**src/rtl/led_pattern_gen_pkg.sv**
```systemverilog
// Shared constants for the board-demo LED pattern generator: display modes,
// the switch-indexed step-interval table and interval counter width.
package led_pkg;

  localparam int MODE_W     = 2;
  localparam int ICNT_W     = 12;
  localparam int RATE_IDX_W = 4;
  localparam int N_RATE_TAB = 10;

  typedef enum logic [MODE_W-1:0] {
    MODE_ALT    = 2'd0,
    MODE_BLINK  = 2'd1,
    MODE_CHASE  = 2'd2,
    MODE_BOUNCE = 2'd3
  } mode_e;

  // Step interval in ms; element 0 is the rightmost entry.
  localparam logic [N_RATE_TAB-1:0][ICNT_W-1:0] RATE_MS = {
    12'd1000, 12'd750, 12'd500, 12'd250, 12'd125,
    12'd1000, 12'd1500, 12'd2000, 12'd3000, 12'd4000
  };

  function automatic logic [ICNT_W-1:0] rate_ms(input logic [RATE_IDX_W-1:0] idx);
    logic [ICNT_W-1:0] r;
    r = RATE_MS[0];
    for (int i = 0; i < N_RATE_TAB; i++)
      if (idx == RATE_IDX_W'(i)) r = RATE_MS[i];
    return r;
  endfunction

endpackage

```
**src/rtl/led_pattern_gen_if.sv**
```systemverilog
// Switch/LED bundle for one LED bank: the board side drives switches and mode,
// the pattern generator drives the LEDs and the step pulse.
interface led_pattern_gen_if
  import led_pkg::*;
#(
  parameter int N_LEDS  = 10,
  parameter int N_RATES = 10
);
  logic [N_RATES-1:0] SW;
  logic [MODE_W-1:0]  MODE;
  logic [N_LEDS-1:0]  LEDS;
  logic               STEP;

  modport master (output SW, output MODE, input LEDS, input STEP);
  modport slave  (input SW, input MODE, output LEDS, output STEP);
endinterface

```
**src/rtl/led_pattern_gen_tick_gen.sv**
```systemverilog
// Free-running prescaler producing a one-cycle tick every TICK_DIV clocks.
module tick_gen #(
  parameter int TICK_DIV = 50000
) (
  input  logic CLOCK_50,
  input  logic RESET,
  output logic tick
);
  localparam int PW = $clog2(TICK_DIV);

  logic [PW-1:0] pcnt_q, pcnt_d;

  always_comb begin
    tick   = (pcnt_q == PW'(TICK_DIV - 1));
    pcnt_d = tick ? '0 : pcnt_q + PW'(1);
  end

  always_ff @(posedge CLOCK_50) begin
    if (RESET) pcnt_q <= '0;
    else       pcnt_q <= pcnt_d;
  end
endmodule

```
**src/rtl/led_pattern_gen.sv**
```systemverilog
// LED pattern generator: switch-selected step rate, four display modes
// (alternate, all-blink, chase, bounce) decoded from shared step state.
module led_pattern_gen
  import led_pkg::*;
#(
  parameter int N_LEDS   = 10,
  parameter int N_RATES  = 10,
  parameter int TICK_DIV = 50000
) (
  input  logic        CLOCK_50,
  input  logic        RESET,
  led_pattern_gen_if.slave bus
);
  localparam int PW = $clog2(N_LEDS);

  logic                  tick;
  logic [RATE_IDX_W-1:0] sel_idx, sel_prev_q, sel_prev_d;
  logic                  paused, rate_chg, advance;
  logic [ICNT_W-1:0]     interval, icnt_q, icnt_d;
  logic                  phase_q, phase_d, dir_q, dir_d, step_q, step_d;
  logic [PW-1:0]         pos_q, pos_d, cpos_q, cpos_d;
  logic [N_LEDS-1:0]     leds;

  tick_gen #(.TICK_DIV(TICK_DIV)) u_tick (
    .CLOCK_50 (CLOCK_50),
    .RESET    (RESET),
    .tick     (tick)
  );

  // Lowest-index set switch wins; no switch set means paused.
  always_comb begin
    sel_idx = '0;
    for (int i = N_RATES - 1; i >= 0; i--)
      if (bus.SW[i]) sel_idx = RATE_IDX_W'(i);
    paused   = ~|bus.SW;
    rate_chg = !paused && (sel_idx != sel_prev_q);
    interval = rate_ms(sel_idx);
  end

  // A rate change restarts the interval and swallows any coincident tick;
  // pausing freezes the count so a resume picks up where it left off.
  always_comb begin
    icnt_d     = icnt_q;
    advance    = 1'b0;
    sel_prev_d = paused ? sel_prev_q : sel_idx;
    if (!paused) begin
      if (rate_chg) begin
        icnt_d = '0;
      end else if (tick) begin
        if (icnt_q == interval - ICNT_W'(1)) begin
          icnt_d  = '0;
          advance = 1'b1;
        end else begin
          icnt_d = icnt_q + ICNT_W'(1);
        end
      end
    end
  end

  always_comb begin
    phase_d = phase_q;
    pos_d   = pos_q;
    dir_d   = dir_q;
    cpos_d  = cpos_q;
    step_d  = advance;
    if (advance) begin
      phase_d = ~phase_q;
      cpos_d  = (cpos_q == PW'(N_LEDS - 1)) ? '0 : cpos_q + PW'(1);
      if (!dir_q) begin
        if (pos_q == PW'(N_LEDS - 1)) begin
          dir_d = 1'b1;
          pos_d = pos_q - PW'(1);
        end else begin
          pos_d = pos_q + PW'(1);
        end
      end else begin
        if (pos_q == '0) begin
          dir_d = 1'b0;
          pos_d = pos_q + PW'(1);
        end else begin
          pos_d = pos_q - PW'(1);
        end
      end
    end
  end

  always_ff @(posedge CLOCK_50) begin
    if (RESET) begin
      icnt_q     <= '0;
      sel_prev_q <= sel_idx;
      phase_q    <= 1'b0;
      pos_q      <= '0;
      dir_q      <= 1'b0;
      cpos_q     <= '0;
      step_q     <= 1'b0;
    end else begin
      icnt_q     <= icnt_d;
      sel_prev_q <= sel_prev_d;
      phase_q    <= phase_d;
      pos_q      <= pos_d;
      dir_q      <= dir_d;
      cpos_q     <= cpos_d;
      step_q     <= step_d;
    end
  end

  always_comb begin
    leds = '0;
    case (mode_e'(bus.MODE))
      MODE_ALT:    for (int i = 0; i < N_LEDS; i++) leds[i] = phase_q ^ (i % 2 == 1);
      MODE_BLINK:  leds = {N_LEDS{phase_q}};
      MODE_CHASE:  for (int i = 0; i < N_LEDS; i++) leds[i] = (cpos_q == PW'(i));
      MODE_BOUNCE: for (int i = 0; i < N_LEDS; i++) leds[i] = (pos_q == PW'(i));
      default:     leds = '0;
    endcase
  end

  assign bus.LEDS = leds;
  assign bus.STEP = step_q;
endmodule

```
**src/flat_wrapper.sv**
```systemverilog
// flat-port wrapper written by rule: the top's interface ports become plain ports
module led_pattern_gen_flat import led_pkg::*;
#(
  parameter int N_LEDS   = 10,
  parameter int N_RATES  = 10,
  parameter int TICK_DIV = 50000
)
  (CLOCK_50, RESET, bus_SW, bus_MODE, bus_LEDS, bus_STEP);
  led_pattern_gen_if #(.N_LEDS(N_LEDS), .N_RATES(N_RATES)) bus_i ();
  input  logic CLOCK_50;
  input  logic RESET;
  input wire logic [$bits(bus_i.SW)-1:0] bus_SW;
  input wire logic [$bits(bus_i.MODE)-1:0] bus_MODE;
  output wire logic [$bits(bus_i.LEDS)-1:0] bus_LEDS;
  output wire logic [$bits(bus_i.STEP)-1:0] bus_STEP;
  assign bus_i.SW = bus_SW;
  assign bus_i.MODE = bus_MODE;
  assign bus_LEDS = bus_i.LEDS;
  assign bus_STEP = bus_i.STEP;
  led_pattern_gen #(.N_LEDS(N_LEDS), .N_RATES(N_RATES), .TICK_DIV(TICK_DIV)) u_core (.CLOCK_50(CLOCK_50), .RESET(RESET), .bus(bus_i));
endmodule
```
**config.mk**
```make
export PLATFORM = sky130hd
export DESIGN_NAME = led_pattern_gen_flat
export DESIGN_NICKNAME = d
export VERILOG_FILES = /design/src/rtl/led_pattern_gen_pkg.sv /design/src/rtl/led_pattern_gen_if.sv /design/src/rtl/led_pattern_gen_tick_gen.sv /design/src/rtl/led_pattern_gen.sv /design/src/flat_wrapper.sv
export SDC_FILE = /design/constraint.sdc
export NUM_CORES = 1
export LEC_CHECK = 0
export CAP_MARGIN = 15
export CORE_ASPECT_RATIO = 1.2
export CORE_UTILIZATION = 53
export DETAILED_ROUTE_END_ITERATION = 10
export HOLD_SLACK_MARGIN = 0.12
export PLACE_DENSITY_LB_ADDON = 0.25
export SETUP_SLACK_MARGIN = 0.15
export SLEW_MARGIN = 20
export SYNTH_ARGS = -nofsm -noshare
export SYNTH_HDL_FRONTEND = slang
export SYNTH_SLANG_ARGS = --single-unit
export TNS_END_PERCENT = 50
```
**constraint.sdc**
```tcl
create_clock -name CLOCK_50 -period 4.9 [get_ports CLOCK_50]
set_clock_uncertainty 0.2 [all_clocks]
set_input_delay 1.225 -clock CLOCK_50 [delete_from_list [all_inputs] [get_ports CLOCK_50]]
set_output_delay 1.225 -clock CLOCK_50 [all_outputs]
set_load 0.05 [all_outputs]
```
# Word level (Yosys, flattened, before mapping)
# Cells that the tools add are included.
# op_classes
reduce_logical	9
n_bitwise	1
n_addsub	6
eq_ne	33
muxes	36
# op_table
op	count
2-to-1 mux 12 bit	11
2-to-1 mux 4 bit	16
equality test 4 x 3 -> 1 bit (second input constant)	12
case mux 10 bit (4 select lines)	1
equality test 4 x 2 -> 1 bit (second input constant)	6
equality test 4 bit (second input constant)	6
adder 16 x 1 -> 16 bit (second input constant)	1
equality test 16 bit (second input constant)	1
adder 12 x 1 -> 12 bit (second input constant)	1
equality test 12 bit	1
equality test 4 x 1 -> 1 bit (second input constant)	3
subtractor 12 x 1 -> 12 bit (second input constant)	1
2-to-1 mux 11 bit	1
OR reduction 10 bit	1
adder 4 x 1 -> 4 bit (second input constant)	2
zero test 4 bit	2
2-to-1 mux 1 bit	7
equality test 2 bit (second input constant)	2
!= test 4 bit	1
nonzero test 2 bit	2
subtractor 4 x 1 -> 4 bit (second input constant)	1
equality test 2 x 1 -> 1 bit (second input constant)	1
zero test 2 bit	1
AND reduction 2 bit	1
other kinds (3)	3
# word_totals
wordCells	93
output_inout_bits	11
ff_bits	43

# Logic depth before layout (Yosys ltp)
# logic_depth
ltp_word	26
depth_mapped	14

# Cells and area by module
# A second synthesis with hierarchy kept.
# hier_totals
hier_cells	400
hier_area_um2	3135.5
# modules_own_cells
module	n_inst	cells_per_inst	area_per_inst_um2	seq_area_each_um2
led_pattern_gen	1	319	2424.8	580.6
tick_gen	1	81	710.7	320.3

# Least setup slack after synthesis
# Ideal clock, no wire load.
# synth_timing
kind	input -> output
startpoint	in bus_MODE[0]
endpoint	out bus_LEDS[9]
cell_stages	4
slack_ns	0.440
required_time_ns	3.475
n_path_buf	2
t_arrival_ns	3.035
path_cell_list	buf_1 > buf_1 > a31oi_1 > o21ai_0
# synth_via
elab_chain_cells	2
# synth_rtl
element	line	text
start, declared	flat_wrapper.sv:13	input wire logic [$bits(bus_i.MODE)-1:0] bus_MODE;
equality test 2 bit, or another cell as far along	led_pattern_gen.sv:109	case (mode_e'(bus.MODE))
case mux 10 bit (4 select lines) *	led_pattern_gen.sv:109	
end, declared	flat_wrapper.sv:14	output wire logic [$bits(bus_i.LEDS)-1:0] bus_LEDS;
# Every way passes the cells marked *; elsewhere a longest branch is shown, timed or not.

# Worst setup path after layout
# layout_timing
startpoint	in bus_MODE[0]
endpoint	out bus_LEDS[3]
# Same word-level chain as after synthesis.

==> metrics <==
maximum VDD drop=195 µV; Top Metal Used=met4; ys flop type=dfxtp_1; share of flip-flops with an asynchronous set or reset=0%; Critical Path Most Common Cell=o21ai_0; DR pass1 iterations=4; path depth of the worst reg2reg path=7; sw power=0.185 mW; Post-synth EDFFs=4; vias in the first global route=2658; initial antenna violation count=0; Post-CTS Resized=0; synth top area cells=dfxtp_1, nor2_1, a21oi_1; total track usage=24.6%; Post-synth top cells=nor2_1, dfxtp_1, nand2_1, a21oi_1, o21ai_0; Core Rows=30; Sw Ratio=25.0%; Max Transition Viols Final=0; capturing point of the worst reg2reg path=u_core.pos_q[2]; met3 routed WL=273 µm; hold path cells=1; Initial DRC Count=174; Worst slew margin=52.6%; Synth Instances=397; sequential share of power=48.8%; Starting Density=54.5%; Chip Width=71.4 µm; Clk network pwr share=37.2%; final hold violation count=0; status=finished clean; worst-path fanout max=9; Crit-path slowest cell=clkdlybuf4s50_1; worst reg2reg setup slack=2.25 ns; flops & latches, synth=43; Setup Buffers After CTS=0; mean post-synth cell area=7.72 µm²; MaxCap Viol Count=0; setup TNS=0 ns; Worst-path clk slew=0.08 ns; area of the multi-input gates=2000 µm²; gr ovfl total=0; CTS sink cnt=43; CP Capture Type=output pin; Metal-1 WL=3110 µm; CTS buffer count=5; syn_nets=417; area leader, netlist=dfxtp_1; DR WL/cell=14.4 µm; post-synthesis sequential area ratio=29.4%; min cycle time layout=4.42 ns; Min-Delay Path Class=flip-flop to flip-flop; # diodes=0; RSZ-0062 raised after global routing=false; worst path cell trace=clkdlybuf4s50_1 -> buf_4 -> nor3_1 -> o21ai_0 -> a21o_1 -> o21ai_0 -> buf_12; period utilisation layout=90.2%; storage element area=901 µm²; CTS tree=done; final setup fails=0; leakage power=1.24 nW; Layout area overhead=16.0%; die height=85.3 µm; clock latency on the worst-skew pair=0.30 ns; Yosys top cell area share=25.5%; routed via count=2920; HP Start=u_core.u_tick.pcnt_q[0]; Layout Utilization=63.2%; Via density=6.07; Final GP Congestion=0.931; Core ar.=5630 µm²; Yosys warning count=0; fin cells=481; number of cells after detailed placement=473; DRT Wirelength=6920 µm; Setup WS post-layout=0.481 ns; Fmax=0.226 GHz; Worst EP required=3.47 ns; worst reg2reg startpoint=u_core.u_tick.pcnt_q[0]; Arrival @ worst endpoint=2.99 ns; I/O Pins=25; most common cell in the netlist=nor2_1; CTS Hold Bufs=0; Clock Root Buffer=clkbuf_8; Remaining DRCs=0; I/O Buffers=24; Filler Cell Count=524; final net count=436; Worst Tran Pin Value=0.709 ns; met2 WL=3470 µm; post-placement setup slack=0.271 ns; Mapped Area=3070 µm²; CP Class=input pin to output pin; launch point of the worst path=bus_MODE[0]; Netlist cell types=64; Clock Path Buffers=2; ANT nets after route=0; H-tree depth=2; Comb power frac=14.0%; Endpoint, Worst Hold=u_core.u_tick.pcnt_q[0]; full die area=6100 µm²; max incr delay on CP=0.58 ns; largest net degree at the start of global routing=19; layout cells sized above 1=10.3%; PwrDens=208 nW/µm²; internal power=0.554 mW; DP HPWL=5210 µm; Startpoint Class=input pin; first-pass GRT wire length=12300 µm
[how the worst max path moves through the flow]
stage	end	slack, ns	cells past startpoint
floorplan	bus_LEDS[9]	0.44	4
global placement	u_core.pos_q[2]	0.37	8
detailed placement	u_core.pos_q[2]	0.27	8
CTS	bus_LEDS[3]	0.48	7
global route	u_core.phase_q	0.29	14
finish	bus_LEDS[3]	0.48	7
[flip-flops by register name, summed over array words and instances, names as in the netlist]
signal,count
u_core.u_tick.pcnt_q,16
u_core.sel_prev_q,4
u_core.bus.STEP,1
u_core.phase_q,1
u_core.dir_q,1
u_core.pos_q,4
u_core.cpos_q,4
u_core.icnt_q,12
[cells by family (layout without fill, tap and decap cells)]
kind of cell | Yosys count | after routing | share of synthesized area [%]
buf+inv | 38 | 58 | 5.30
mux | 10 | 10 | 3.39
compound gates | 98 | 98 | 21.2
flops | 43 | 43 | 29.4
fa+ha+maj | 6 | 6 | 2.45
simple gates | 177 | 177 | 31.2
xor+xnor | 25 | 25 | 7.14
[per-layer routing]
layer	vias up	GRT usage [%]
met4	0	6.36
li1	1483	-
met2	61	41.6
met3	6	4.04
met1	1370	32.5
met5	-	0
[layout make-up]
type                       instances  area share (%)
clock buffer                       5            1.94
clock inverter                     3            1.23
inverter                          17            1.79
multi-input combinational        316            56.3
sequential                        43            25.3
tap                               64            2.25
timing repair buffer              33            11.1
[through the flow]
| step | hold slack [ns] | total power, mW | instance area, µm² |
|---|---|---|---|
| floorplan | 0.230 | 0.432 | 3070 |
| finish | 0.285 | 0.739 | 3560 |
| global route | 0.326 | 0.769 | 3560 |
| CTS | 0.293 | 0.744 | 3560 |
| detailed placement | 0.273 | 0.471 | 3440 |
| global placement | 0.246 | 0.470 | 3440 |
[power groups by stage]
stage	Sequential, mW	Combinational [mW]	Clock (mW)
after floorplan	0.368	0.0634	0
after global placement	0.369	0.102	0
after detailed placement	0.369	0.102	0
after CTS	0.361	0.103	0.281
after global routing	0.361	0.112	0.296
final	0.361	0.103	0.275
[cells in the final DEF (no fill, tap or decap), types with 3 or more instances in the layout]
cell	Yosys	final
a31oi_1	11	11
and3_1	12	12
o21a_1	3	3
nor3_1	14	14
inv_1	16	16
xnor2_1	12	12
nand2_1	28	28
a21oi_1	24	24
or3_1	6	6
clkbuf_8	0	5
or4_1	3	3
xor2_1	13	13
nand2b_1	9	9
buf_12	0	9
and4_1	3	3
clkdlybuf4s50_1	0	14
o31ai_1	10	10
buf_4	0	10
edfxtp_1	4	4
ha_1	6	6
and2_1	3	3
a32oi_1	6	6
o22ai_1	3	3
o21ai_1	4	4
dfxtp_1	39	39
mux2_2	3	3
o21ai_0	21	21
nor2_1	43	43
nor2b_1	8	8
mux2i_1	7	7
or2_2	3	3
nand4_1	8	8
nand3_1	19	19
[critical path: cells and delay by family]
family | cells | cell delay [ns]
buf+inv | 3 | 1.02
compound gates | 3 | 0.64
simple gates | 1 | 0.12
No activity file was read; power rests on OpenSTA's default activity.
